`config.mk`:
```
export PLATFORM = sky130hd
export DESIGN_NAME = otter_mem_arbiter
export DESIGN_NICKNAME = d
export VERILOG_FILES = /design/src/rtl/otter_mem_pkg.sv /design/src/rtl/otter_arb_pick.sv /design/src/rtl/otter_mem_arbiter.sv
export SDC_FILE = /design/constraint.sdc
export NUM_CORES = 1
export LEC_CHECK = 0
export BUFFER_PORTS_ARGS = -buffer_cell sky130_fd_sc_hd__clkbuf_2
export CAP_MARGIN = 0
export CORE_UTILIZATION = 30
export CTS_CLUSTER_SIZE = 28
export DETAILED_ROUTE_END_ITERATION = 10
export PLACE_DENSITY = 0.67
export SLEW_MARGIN = 40
export SYNTH_ARGS = -nofsm -noshare
export SYNTH_HDL_FRONTEND = slang
export SYNTH_SLANG_ARGS = --single-unit
```
`constraint.sdc`:
```
create_clock -name CLK -period 2.03 [get_ports CLK]
set_clock_uncertainty 0.2 [all_clocks]
set_input_delay 0.3045 -clock CLK [delete_from_list [all_inputs] [get_ports CLK]]
set_output_delay 0.3045 -clock CLK [all_outputs]
set_load 0.01 [all_outputs]
```
`src/rtl/otter_mem_pkg.sv`:
```
// rtl/otter_mem_pkg.sv - shared types and encodings for the OTTER memory arbiter
//   state_t : arbiter FSM states (IDLE, ISSUE, RESP)
//   owner_t : which requester owns the in-flight access (CPU or DMA)
//   SZ_*    : access size encodings carried on cpu_size/dma_size/mem_size
package otter_mem_pkg;

    typedef enum logic [1:0] {
        ST_IDLE  = 2'd0,
        ST_ISSUE = 2'd1,
        ST_RESP  = 2'd2
    } state_t;

    typedef enum logic {
        OWN_CPU = 1'b0,
        OWN_DMA = 1'b1
    } owner_t;

    localparam logic [1:0] SZ_BYTE = 2'b00;
    localparam logic [1:0] SZ_HALF = 2'b01;
    localparam logic [1:0] SZ_WORD = 2'b10;

endpackage

```
`src/rtl/otter_arb_pick.sv`:
```
// rtl/otter_arb_pick.sv - combinational two-way arbitration policy
//   cpu_req, dma_req : requests sampled this cycle
//   last_gnt         : requester granted most recently (round-robin only)
//   gnt[1:0]         : one-hot winner, bit 0 = CPU, bit 1 = DMA, 0 = none
//   Macro OTTER_MEM_ARB_RR_EN selects round-robin; otherwise fixed CPU>DMA.
module otter_arb_pick
    import otter_mem_pkg::*;
(
    input  logic       cpu_req,
    input  logic       dma_req,
    input  owner_t     last_gnt,
    output logic [1:0] gnt
);

    always_comb begin
        gnt = 2'b00;
`ifdef OTTER_MEM_ARB_RR_EN
        // On contention the requester that did not win last time goes first.
        if (cpu_req && dma_req) begin
            gnt = (last_gnt == OWN_DMA) ? 2'b01 : 2'b10;
        end else if (cpu_req) begin
            gnt = 2'b01;
        end else if (dma_req) begin
            gnt = 2'b10;
        end
`else
        if (cpu_req) begin
            gnt = 2'b01;
        end else if (dma_req) begin
            gnt = 2'b10;
        end
`endif
    end

`ifndef OTTER_MEM_ARB_RR_EN
    // Fixed priority ignores the pointer; the port stays for a uniform interface.
    logic unused_last_gnt;
    assign unused_last_gnt = last_gnt;
`endif

endmodule

```
`src/rtl/otter_mem_arbiter.sv`:
```
// rtl/otter_mem_arbiter.sv - CPU/DMA arbiter in front of a single-port memory
//   CLK, RST (sync, active-high)
//   cpu_*    : CPU request port (req/we/addr/wdata/size in, gnt/rvalid out)
//   dma_*    : DMA request port, same shape as the CPU port
//   rdata    : read data for the owner, qualified by its rvalid, else 0
//   mem_*    : command to memory during ISSUE; mem_rdata returns next cycle
//   busy     : FSM not in IDLE
//   Macro OTTER_MEM_ARB_RR_EN enables round-robin contention resolution.
module otter_mem_arbiter
    import otter_mem_pkg::*;
(
    input  logic        CLK,
    input  logic        RST,
    input  logic        cpu_req,
    input  logic        cpu_we,
    input  logic [31:0] cpu_addr,
    input  logic [31:0] cpu_wdata,
    input  logic [1:0]  cpu_size,
    output logic        cpu_gnt,
    output logic        cpu_rvalid,
    input  logic        dma_req,
    input  logic        dma_we,
    input  logic [31:0] dma_addr,
    input  logic [31:0] dma_wdata,
    input  logic [1:0]  dma_size,
    output logic        dma_gnt,
    output logic        dma_rvalid,
    output logic [31:0] rdata,
    output logic        mem_en,
    output logic        mem_we,
    output logic [31:0] mem_addr,
    output logic [31:0] mem_wdata,
    output logic [1:0]  mem_size,
    input  logic [31:0] mem_rdata,
    output logic        busy
);

    state_t      state, state_nx;
    owner_t      owner;
    logic        cap_we;
    logic [31:0] cap_addr;
    logic [31:0] cap_wdata;
    logic [1:0]  cap_size;

    logic        arb_en;
    logic [1:0]  pick_gnt;
    logic        win_cpu;
    logic        win_dma;
    owner_t      pick_last;

    otter_arb_pick u_pick (
        .cpu_req  (cpu_req),
        .dma_req  (dma_req),
        .last_gnt (pick_last),
        .gnt      (pick_gnt)
    );

`ifdef OTTER_MEM_ARB_RR_EN
    owner_t last_q;

    // Resets to DMA so the CPU wins the first contention.
    always_ff @(posedge CLK) begin
        if (RST) begin
            last_q <= OWN_DMA;
        end else if (win_cpu) begin
            last_q <= OWN_CPU;
        end else if (win_dma) begin
            last_q <= OWN_DMA;
        end
    end

    assign pick_last = last_q;
`else
    assign pick_last = OWN_DMA;
`endif

    // Grants exist only in arbitration states and never while reset is high.
    assign arb_en  = !RST && ((state == ST_IDLE) || (state == ST_RESP));
    assign win_cpu = arb_en && pick_gnt[0];
    assign win_dma = arb_en && pick_gnt[1];

    always_ff @(posedge CLK) begin
        if (RST) begin
            state     <= ST_IDLE;
            owner     <= OWN_CPU;
            cap_we    <= 1'b0;
            cap_addr  <= '0;
            cap_wdata <= '0;
            cap_size  <= '0;
        end else begin
            state <= state_nx;
            if (win_cpu) begin
                owner     <= OWN_CPU;
                cap_we    <= cpu_we;
                cap_addr  <= cpu_addr;
                cap_wdata <= cpu_wdata;
                cap_size  <= cpu_size;
            end else if (win_dma) begin
                owner     <= OWN_DMA;
                cap_we    <= dma_we;
                cap_addr  <= dma_addr;
                cap_wdata <= dma_wdata;
                cap_size  <= dma_size;
            end
        end
    end

    always_comb begin
        state_nx   = state;
        cpu_gnt    = win_cpu;
        dma_gnt    = win_dma;
        mem_en     = 1'b0;
        mem_we     = 1'b0;
        mem_addr   = '0;
        mem_wdata  = '0;
        mem_size   = '0;
        cpu_rvalid = 1'b0;
        dma_rvalid = 1'b0;
        rdata      = '0;
        busy       = (state != ST_IDLE);

        case (state)
            ST_IDLE: begin
                state_nx = (win_cpu || win_dma) ? ST_ISSUE : ST_IDLE;
            end
            ST_ISSUE: begin
                // Driven even when RST is high so an in-flight write still lands.
                mem_en    = 1'b1;
                mem_we    = cap_we;
                mem_addr  = cap_addr;
                mem_wdata = cap_wdata;
                mem_size  = cap_size;
                state_nx  = ST_RESP;
            end
            ST_RESP: begin
                if (!cap_we) begin
                    cpu_rvalid = (owner == OWN_CPU);
                    dma_rvalid = (owner == OWN_DMA);
                    rdata      = mem_rdata;
                end
                state_nx = (win_cpu || win_dma) ? ST_ISSUE : ST_IDLE;
            end
            default: begin
                state_nx = ST_IDLE;
            end
        endcase
    end

endmodule

```
==> impl_metrics.xml, run 1 <==
<?xml version="1.0" encoding="UTF-8"?>
<metrics>
  <group name="status">
    <metric name="status" unit="">finished clean</metric>
  </group>
  <group name="worst_setup_path">
    <metric name="cp_cell_sequence" unit="">nor3b_4, buf_6, clkbuf_16, and2_1, clkbuf_2</metric>
    <metric name="setup.worst_path.end_class" unit="">primary output</metric>
    <metric name="cpMaxStageDelayCell" unit="">sky130_fd_sc_hd__dfxtp_4</metric>
    <metric name="timing.critical_path.from_type" unit="">flip-flop</metric>
    <metric name="critical_path.max_fanout" unit="">16</metric>
    <metric name="worst-endpoint-arrival" unit="ns">1.47</metric>
    <metric name="reg2regPathDepth" unit="">4</metric>
    <metric name="timing_worst_setup_path_type" unit="">reg -&gt; out</metric>
    <metric name="max_stage_delay" unit="ns">0.37</metric>
    <metric name="timing.critical_path.required" unit="ns">1.53</metric>
  </group>
  <group name="sta">
    <metric name="slew_viol_final" unit="">0</metric>
    <metric name="final_hold_viol_count" unit="">0</metric>
    <metric name="setup_ws" unit="ns">0.0563</metric>
    <metric name="finalCritPeriodShare" unit="%">97.2</metric>
    <metric name="tightest_slew" unit="ns">0.686</metric>
    <metric name="final-setup-viol-count" unit="">0</metric>
    <metric name="achievable-frequency" unit="MHz">507</metric>
    <metric name="period_needed" unit="ns">1.97</metric>
    <metric name="worst_slew_margin_rel" unit="%">54.3</metric>
  </group>
  <group name="grt">
    <metric name="antenna_violations_before_repair" unit="">1</metric>
    <metric name="grt_pass1_vias" unit="">3674</metric>
    <metric name="grt_pass1_wl" unit="mm">17.9</metric>
    <metric name="grt.overflow.total" unit="">0</metric>
    <metric name="grt_max_degree" unit="">55</metric>
    <metric name="grtUsageTotal" unit="%">17.1</metric>
  </group>
  <group name="power">
    <metric name="power_leakage" unit="nW">2.94</metric>
    <metric name="design_power_total" unit="mW">4.10</metric>
    <metric name="power_frac_clock" unit="%">41.8</metric>
    <metric name="power_density" unit="nW/um^2">694</metric>
    <metric name="power.switching" unit="mW">1.09</metric>
    <metric name="vdd.ir_drop.worst" unit="V">0.000527</metric>
    <metric name="internal_power" unit="mW">3.01</metric>
    <metric name="pwr-share-comb" unit="%">20.4</metric>
    <metric name="power.share.sequential" unit="%">37.8</metric>
    <metric name="netSwitchingFraction" unit="%">26.6</metric>
  </group>
  <group name="clock_tree">
    <metric name="worst_skew_pair.late_latency" unit="ns">0.33</metric>
    <metric name="clock_tree_from_tritoncts" unit="">built</metric>
    <metric name="clockBufferDepth" unit="">2</metric>
    <metric name="cts_inserted_buffers" unit="">9</metric>
    <metric name="numClockSinks" unit="">70</metric>
    <metric name="root_buffer" unit="">sky130_fd_sc_hd__clkbuf_16</metric>
    <metric name="worst_setup_hold_path_clk_slew" unit="ns">0.06</metric>
    <metric name="cts-htree-levels" unit="">3</metric>
    <metric name="cts-hold-fix-buffers" unit="">0</metric>
  </group>
  <group name="place">
    <metric name="placed_cells_incl_taps" unit="">843</metric>
    <metric name="detailedPlacementHpwl" unit="mm">8.55</metric>
    <metric name="pre_cts_ws" unit="ns">0.277</metric>
    <metric name="port_buffers" unit="">274</metric>
    <metric name="place_congestion" unit="">0.804</metric>
    <metric name="dpl_cell_area" unit="um^2">5490</metric>
  </group>
  <group name="synthesis">
    <metric name="postSynthNetCount" unit="">603</metric>
    <metric name="ys.warnings.count" unit="">0</metric>
    <metric name="synth_seq_area_share" unit="%">35.6</metric>
    <metric name="synthDistinctLibCells" unit="">18</metric>
    <metric name="synthesized_instance_count" unit="">433</metric>
    <metric name="synth.ff_latch_count" unit="">70</metric>
    <metric name="synthesis.area_per_instance" unit="um^2">9.09</metric>
    <metric name="synth.cell_area" unit="um^2">3940</metric>
  </group>
  <group name="floorplanning">
    <metric name="ioPinCount" unit="">275</metric>
    <metric name="placeableCoreArea" unit="um^2">12700</metric>
    <metric name="floorplan.die_area" unit="um^2">13600</metric>
    <metric name="core.rowCount" unit="">41</metric>
    <metric name="chip_height" unit="um">117</metric>
    <metric name="initial_core_util" unit="%">30.9</metric>
    <metric name="die_span_in_x" unit="um">117</metric>
  </group>
  <group name="layout">
    <metric name="fillerInstances" unit="">1335</metric>
    <metric name="area_occupied_by_multi_input_gates" unit="um^2">2340</metric>
    <metric name="share_of_cells_above_drive_strength_1" unit="%">48.6</metric>
    <metric name="layout.area.seq" unit="um^2">1410</metric>
    <metric name="fin_cells" unit="">863</metric>
    <metric name="mostFrequentLayoutCells" unit="">sky130_fd_sc_hd__clkbuf_2, sky130_fd_sc_hd__and2_1, sky130_fd_sc_hd__a21oi_1, sky130_fd_sc_hd__dfxtp_1, sky130_fd_sc_hd__mux2i_1</metric>
    <metric name="antenna-diode-count" unit="">0</metric>
    <metric name="mostFrequentLayoutCell" unit="">sky130_fd_sc_hd__clkbuf_2</metric>
    <metric name="num-nets-final" unit="">856</metric>
    <metric name="final_core_utilization" unit="%">46.4</metric>
    <metric name="layout-area-overhead-vs-synth" unit="%">49.8</metric>
    <metric name="final_design_area_no_fill" unit="um^2">5900</metric>
  </group>
  <group name="drt">
    <metric name="sum_of_routed_wire_length_over_all_layers" unit="mm">12.2</metric>
    <metric name="vias" unit="">4054</metric>
    <metric name="routed_via_density" unit="">4.70</metric>
    <metric name="final_antenna_net_count" unit="">0</metric>
    <metric name="detail_route.first_pass.iterations" unit="">4</metric>
    <metric name="drc_errors" unit="">0</metric>
    <metric name="wl_per_cell" unit="um">14.2</metric>
    <metric name="iteration_0_drc_markers" unit="">200</metric>
  </group>
  <group name="job">
    <metric name="drv.max_cap_violation_count" unit="">0</metric>
  </group>
  <group name="worst_hold_path">
    <metric name="worst_hold_path_type" unit="">in -&gt; reg</metric>
    <metric name="hold_depth" unit="">3</metric>
  </group>
</metrics>
metal layers:
layer | global-route usage (%) | wire [um] | up-vias
met4 | 7.00 | 191 | 2
met3 | 4.15 | 822 | 16
met1 | 21.8 | 5630 | 1834
li1 | - | - | 2052
met5 | 0 | 13 | -
met2 | 27.5 | 5580 | 150
registers in the layout, indices dropped and copies added, names as in the netlist:
register   count
cap_addr      32
owner          1
state          2
cap_we         1
cap_wdata     32
cap_size       2
worst max-delay path, delay by kind of cell (launching register included):
family                 cells  cell delay [ns]
buffers and inverters      3             0.44
DFF                        1             0.37
and+or+nand+nor            2             0.32
synthesized netlist by cell type (all sizes together):
master  count  share of area [%]
mux2i      67                 17
inv         1              0.095
nor2b       3               0.48
nor4b       1               0.22
nor2        2               0.19
a21oi      68                8.6
buf        14                2.3
or2         2               0.32
or3b        1               0.22
and2      101                 16
a211oi     67                 15
nor3b       1               0.19
clkbuf     35                3.4
dfxtp      70                 36
power groups by stage:
stage,registers (mW),clock network [mW],logic (mW)
floorplan,1.56,0,0.496
CTS,1.55,1.77,0.830
global placement,1.58,0,0.815
detailed placement,1.58,0,0.826
finish,1.55,1.71,0.835
global route,1.56,1.82,0.927
layout make-up:
class / instances / area share [%]
multi-input combinational: 313 / 39.6
clock buffer: 10 / 4.05
clock inverter: 6 / 1.44
tap: 172 / 3.65
inverter: 1 / 0.0637
timing repair buffer: 291 / 27.3
sequential: 70 / 23.8
logic make-up after synthesis:
| logic type | after synthesis | share of synthesized area (%) |
|---|---|---|
| muxes | 67 | 17.0 |
| DFF | 70 | 35.6 |
| and+or+nand+nor | 111 | 17.7 |
| AOI/OAI and AO/OA | 135 | 24.0 |
| buffers and inverters | 50 | 5.72 |
metrics by stage:
stage	TNS [ns]	hold WS (ns)
6_report	0	0.0944
2_1_floorplan	0	0.271
3_5_place_dp	0	0.304
3_3_place_gp	0	0.303
5_1_grt	-0.0240	0.109
4_1_cts	0	0.0817
path summary, 6_finish.rpt:
check | start | to | slack (ns)
worst min-delay path | dma_addr[18] | cap_addr[18]$_SDFFE_PP0P_ | 0.09
worst max-delay path | state[0]$_SDFF_PP0_ | rdata[10] | 0.06
worst min register to register | cap_addr[1]$_SDFFE_PP0P_ | cap_addr[1]$_SDFFE_PP0P_ | 0.31
worst max register to register | state[0]$_SDFF_PP0_ | cap_addr[30]$_SDFFE_PP0P_ | 0.53
repair_timing:
| action | in CTS | in global routing |
|---|---|---|
| resized for setup | 3 | 4 |
| cloned | 0 | 2 |
| buffers inserted | 0 | 2 |
| setup endpoints to repair | 98 | 62 |
(Power assumes the default switching activity.)
==> run 2: changes to the inputs <==
Settings changed: CTS_BUF_LIST from default to sky130_fd_sc_hd__clkbuf_16, HOLD_SLACK_MARGIN from default to 0.15, PLACE_DENSITY 0.67 to 0.66, SYNTH_HIERARCHICAL from default to 1.
==> run 2 against run 1 <==
Register-to-register slack worse by 0.17 ns. Synthesized cell count is 0.23% higher. First-iteration DRC count rose by 37%. Setup slack got worse by 0.019 ns. Wire length up 22%. Sequential cell count did not move. Largest cell class is now buffers. Maximum frequency down 0.97%. Critical endpoint is now rdata[16].
==> impl_metrics.xml, run 2 <==
<?xml version="1.0" encoding="UTF-8"?>
<metrics>
  <group name="worst_setup_path">
    <metric name="cp.depth" unit="">5</metric>
    <metric name="reg2regPathDepth" unit="">4</metric>
    <metric name="cp_cell_sequence" unit="">nor3b_4, buf_6, buf_12, and2_1, clkbuf_2</metric>
    <metric name="cp_num_buf_inv" unit="">3</metric>
    <metric name="crit_family" unit="">buffers and inverters</metric>
    <metric name="critical_path.max_fanout" unit="">17</metric>
    <metric name="cpMaxStageDelayCell" unit="">sky130_fd_sc_hd__dfxtp_2</metric>
    <metric name="timing.critical_path.from_type" unit="">flip-flop</metric>
    <metric name="timing.critical_path.required" unit="ns">1.53</metric>
    <metric name="setup.worst_path.end_class" unit="">primary output</metric>
    <metric name="max_stage_delay" unit="ns">0.36</metric>
    <metric name="worst-endpoint-arrival" unit="ns">1.49</metric>
    <metric name="timing_worst_setup_path_type" unit="">reg -&gt; out</metric>
  </group>
  <group name="drt">
    <metric name="wl_per_cell" unit="um">15.4</metric>
    <metric name="iteration_0_drc_markers" unit="">274</metric>
    <metric name="vias" unit="">4628</metric>
    <metric name="detail_route.first_pass.iterations" unit="">4</metric>
    <metric name="routed_via_density" unit="">4.76</metric>
    <metric name="sum_of_routed_wire_length_over_all_layers" unit="mm">14.9</metric>
    <metric name="final_antenna_net_count" unit="">0</metric>
    <metric name="drc_errors" unit="">0</metric>
  </group>
  <group name="floorplanning">
    <metric name="floorplan.die_area" unit="um^2">13600</metric>
    <metric name="chip_height" unit="um">117</metric>
    <metric name="placeableCoreArea" unit="um^2">12700</metric>
    <metric name="core.rowCount" unit="">41</metric>
    <metric name="die_span_in_x" unit="um">117</metric>
    <metric name="initial_core_util" unit="%">31.0</metric>
    <metric name="ioPinCount" unit="">275</metric>
  </group>
  <group name="sta">
    <metric name="whs" unit="ns">0.160</metric>
    <metric name="tightest_slew" unit="ns">0.415</metric>
    <metric name="slew_viol_final" unit="">0</metric>
    <metric name="grt_setup_unrepaired" unit="">yes</metric>
    <metric name="setup_ws" unit="ns">0.0371</metric>
    <metric name="worst_slew_margin_rel" unit="%">72.3</metric>
    <metric name="finalCritPeriodShare" unit="%">98.2</metric>
    <metric name="period_needed" unit="ns">1.99</metric>
    <metric name="achievable-frequency" unit="MHz">502</metric>
    <metric name="final_hold_viol_count" unit="">0</metric>
    <metric name="final-setup-viol-count" unit="">0</metric>
  </group>
  <group name="layout">
    <metric name="antenna-diode-count" unit="">0</metric>
    <metric name="largestRegisters" unit="">cap_addr: 32 flops, cap_wdata: 32 flops</metric>
    <metric name="num-nets-final" unit="">965</metric>
    <metric name="final_design_area_no_fill" unit="um^2">7020</metric>
    <metric name="final_core_utilization" unit="%">55.1</metric>
    <metric name="mostFrequentLayoutCell" unit="">sky130_fd_sc_hd__clkbuf_2</metric>
    <metric name="share_of_cells_above_drive_strength_1" unit="%">42.8</metric>
    <metric name="mostFrequentLayoutCells" unit="">sky130_fd_sc_hd__clkbuf_2, sky130_fd_sc_hd__dlygate4sd3_1, sky130_fd_sc_hd__and2_1</metric>
    <metric name="layout-area-overhead-vs-synth" unit="%">77.6</metric>
  </group>
  <group name="clock_tree">
    <metric name="clockBufferDepth" unit="">2</metric>
    <metric name="worst_skew_pair.late_latency" unit="ns">0.33</metric>
    <metric name="numClockSinks" unit="">70</metric>
    <metric name="cts_inserted_buffers" unit="">9</metric>
    <metric name="cts-htree-levels" unit="">3</metric>
    <metric name="clock_tree_from_tritoncts" unit="">built</metric>
    <metric name="root_buffer" unit="">sky130_fd_sc_hd__clkbuf_16</metric>
    <metric name="worst_setup_hold_path_clk_slew" unit="ns">0.06</metric>
  </group>
  <group name="place">
    <metric name="port_buffers" unit="">274</metric>
    <metric name="place_congestion" unit="">0.705</metric>
    <metric name="dpl_cell_area" unit="um^2">5480</metric>
    <metric name="pre_cts_ws" unit="ns">0.156</metric>
    <metric name="detailedPlacementHpwl" unit="mm">9.16</metric>
  </group>
  <group name="grt">
    <metric name="grt_pass1_vias" unit="">4531</metric>
    <metric name="grt_max_degree" unit="">70</metric>
    <metric name="grtUsageTotal" unit="%">20.0</metric>
    <metric name="antenna_violations_before_repair" unit="">1</metric>
    <metric name="grt_pass1_wl" unit="mm">20.9</metric>
    <metric name="grt.overflow.total" unit="">0</metric>
  </group>
  <group name="worst_hold_path">
    <metric name="hold_depth" unit="">3</metric>
    <metric name="worst_hold_path_type" unit="">in -&gt; reg</metric>
  </group>
  <group name="synthesis">
    <metric name="synthesized_instance_count" unit="">434</metric>
    <metric name="synth.cell_area" unit="um^2">3950</metric>
    <metric name="synthesis.area_per_instance" unit="um^2">9.10</metric>
    <metric name="ys.warnings.count" unit="">6</metric>
    <metric name="postSynthNetCount" unit="">604</metric>
  </group>
  <group name="job">
    <metric name="drv.max_cap_violation_count" unit="">0</metric>
  </group>
  <group name="power">
    <metric name="vdd.ir_drop.worst" unit="V">0.000487</metric>
    <metric name="power_density" unit="nW/um^2">625</metric>
    <metric name="power_leakage" unit="nW">3.41</metric>
    <metric name="design_power_total" unit="mW">4.38</metric>
  </group>
  <group name="status">
    <metric name="status" unit="">finished clean</metric>
  </group>
</metrics>
## run 2: per-layer routing
layer	routed length, um	GRT usage [%]	part of all wire, %
met4	454	10.5	3.0
met2	7880	38.5	53
met3	1000	4.98	6.7
met1	5570	19.8	37
met5	13	0	0.087
## run 2: layout make-up
| class | instances | area (um^2) |
|---|---|---|
| fillers | 1099 | 5710 |
| well taps | 172 | 215 |
| clock buffers | 9 | 225 |
| flip-flops and latches | 70 | 1410 |
| clock inverters | 7 | 113 |
| multi-input cells | 314 | 2350 |
| repair buffers | 400 | 2710 |
## run 2: through the flow
stage               cells  setup TNS [ns]
global placement      843               0
detailed placement    843               0
CTS                   963               0
finish                972               0
global route          972         -0.0991
floorplan             434               0
## run 2: final timing paths
| check | start | endpoint | slack [ns] |
|---|---|---|---|
| max | state[1]$_SDFF_PP0_ | rdata[16] | 0.04 |
| min | cpu_wdata[27] | cap_wdata[27]$_SDFFE_PP0P_ | 0.16 |
| max reg2reg | state[0]$_SDFF_PP0_ | cap_addr[13]$_SDFFE_PP0P_ | 0.36 |
| min reg2reg | cap_wdata[25]$_SDFFE_PP0P_ | cap_wdata[25]$_SDFFE_PP0P_ | 0.31 |
## run 2: power by group
group	internal (mW)	switching, mW	total (mW)
clock network	1.19	0.588	1.78
registers	1.49	0.0555	1.54
logic	0.578	0.481	1.06
## run 2: repair_timing
action,4_1_cts,5_1_grt
endpoints found under the hold margin,54,0
setup buffers,0,4
gates cloned,0,4
gates resized for setup,2,6
hold buffers,104,0
endpoints found under the setup margin,59,84
## run 2: tightest hold or removal path, stage by stage
cell and delay (ns):
sky130_fd_sc_hd__clkbuf_2 0.08, sky130_fd_sc_hd__mux2i_1 0.15, sky130_fd_sc_hd__a211oi_1 0.10
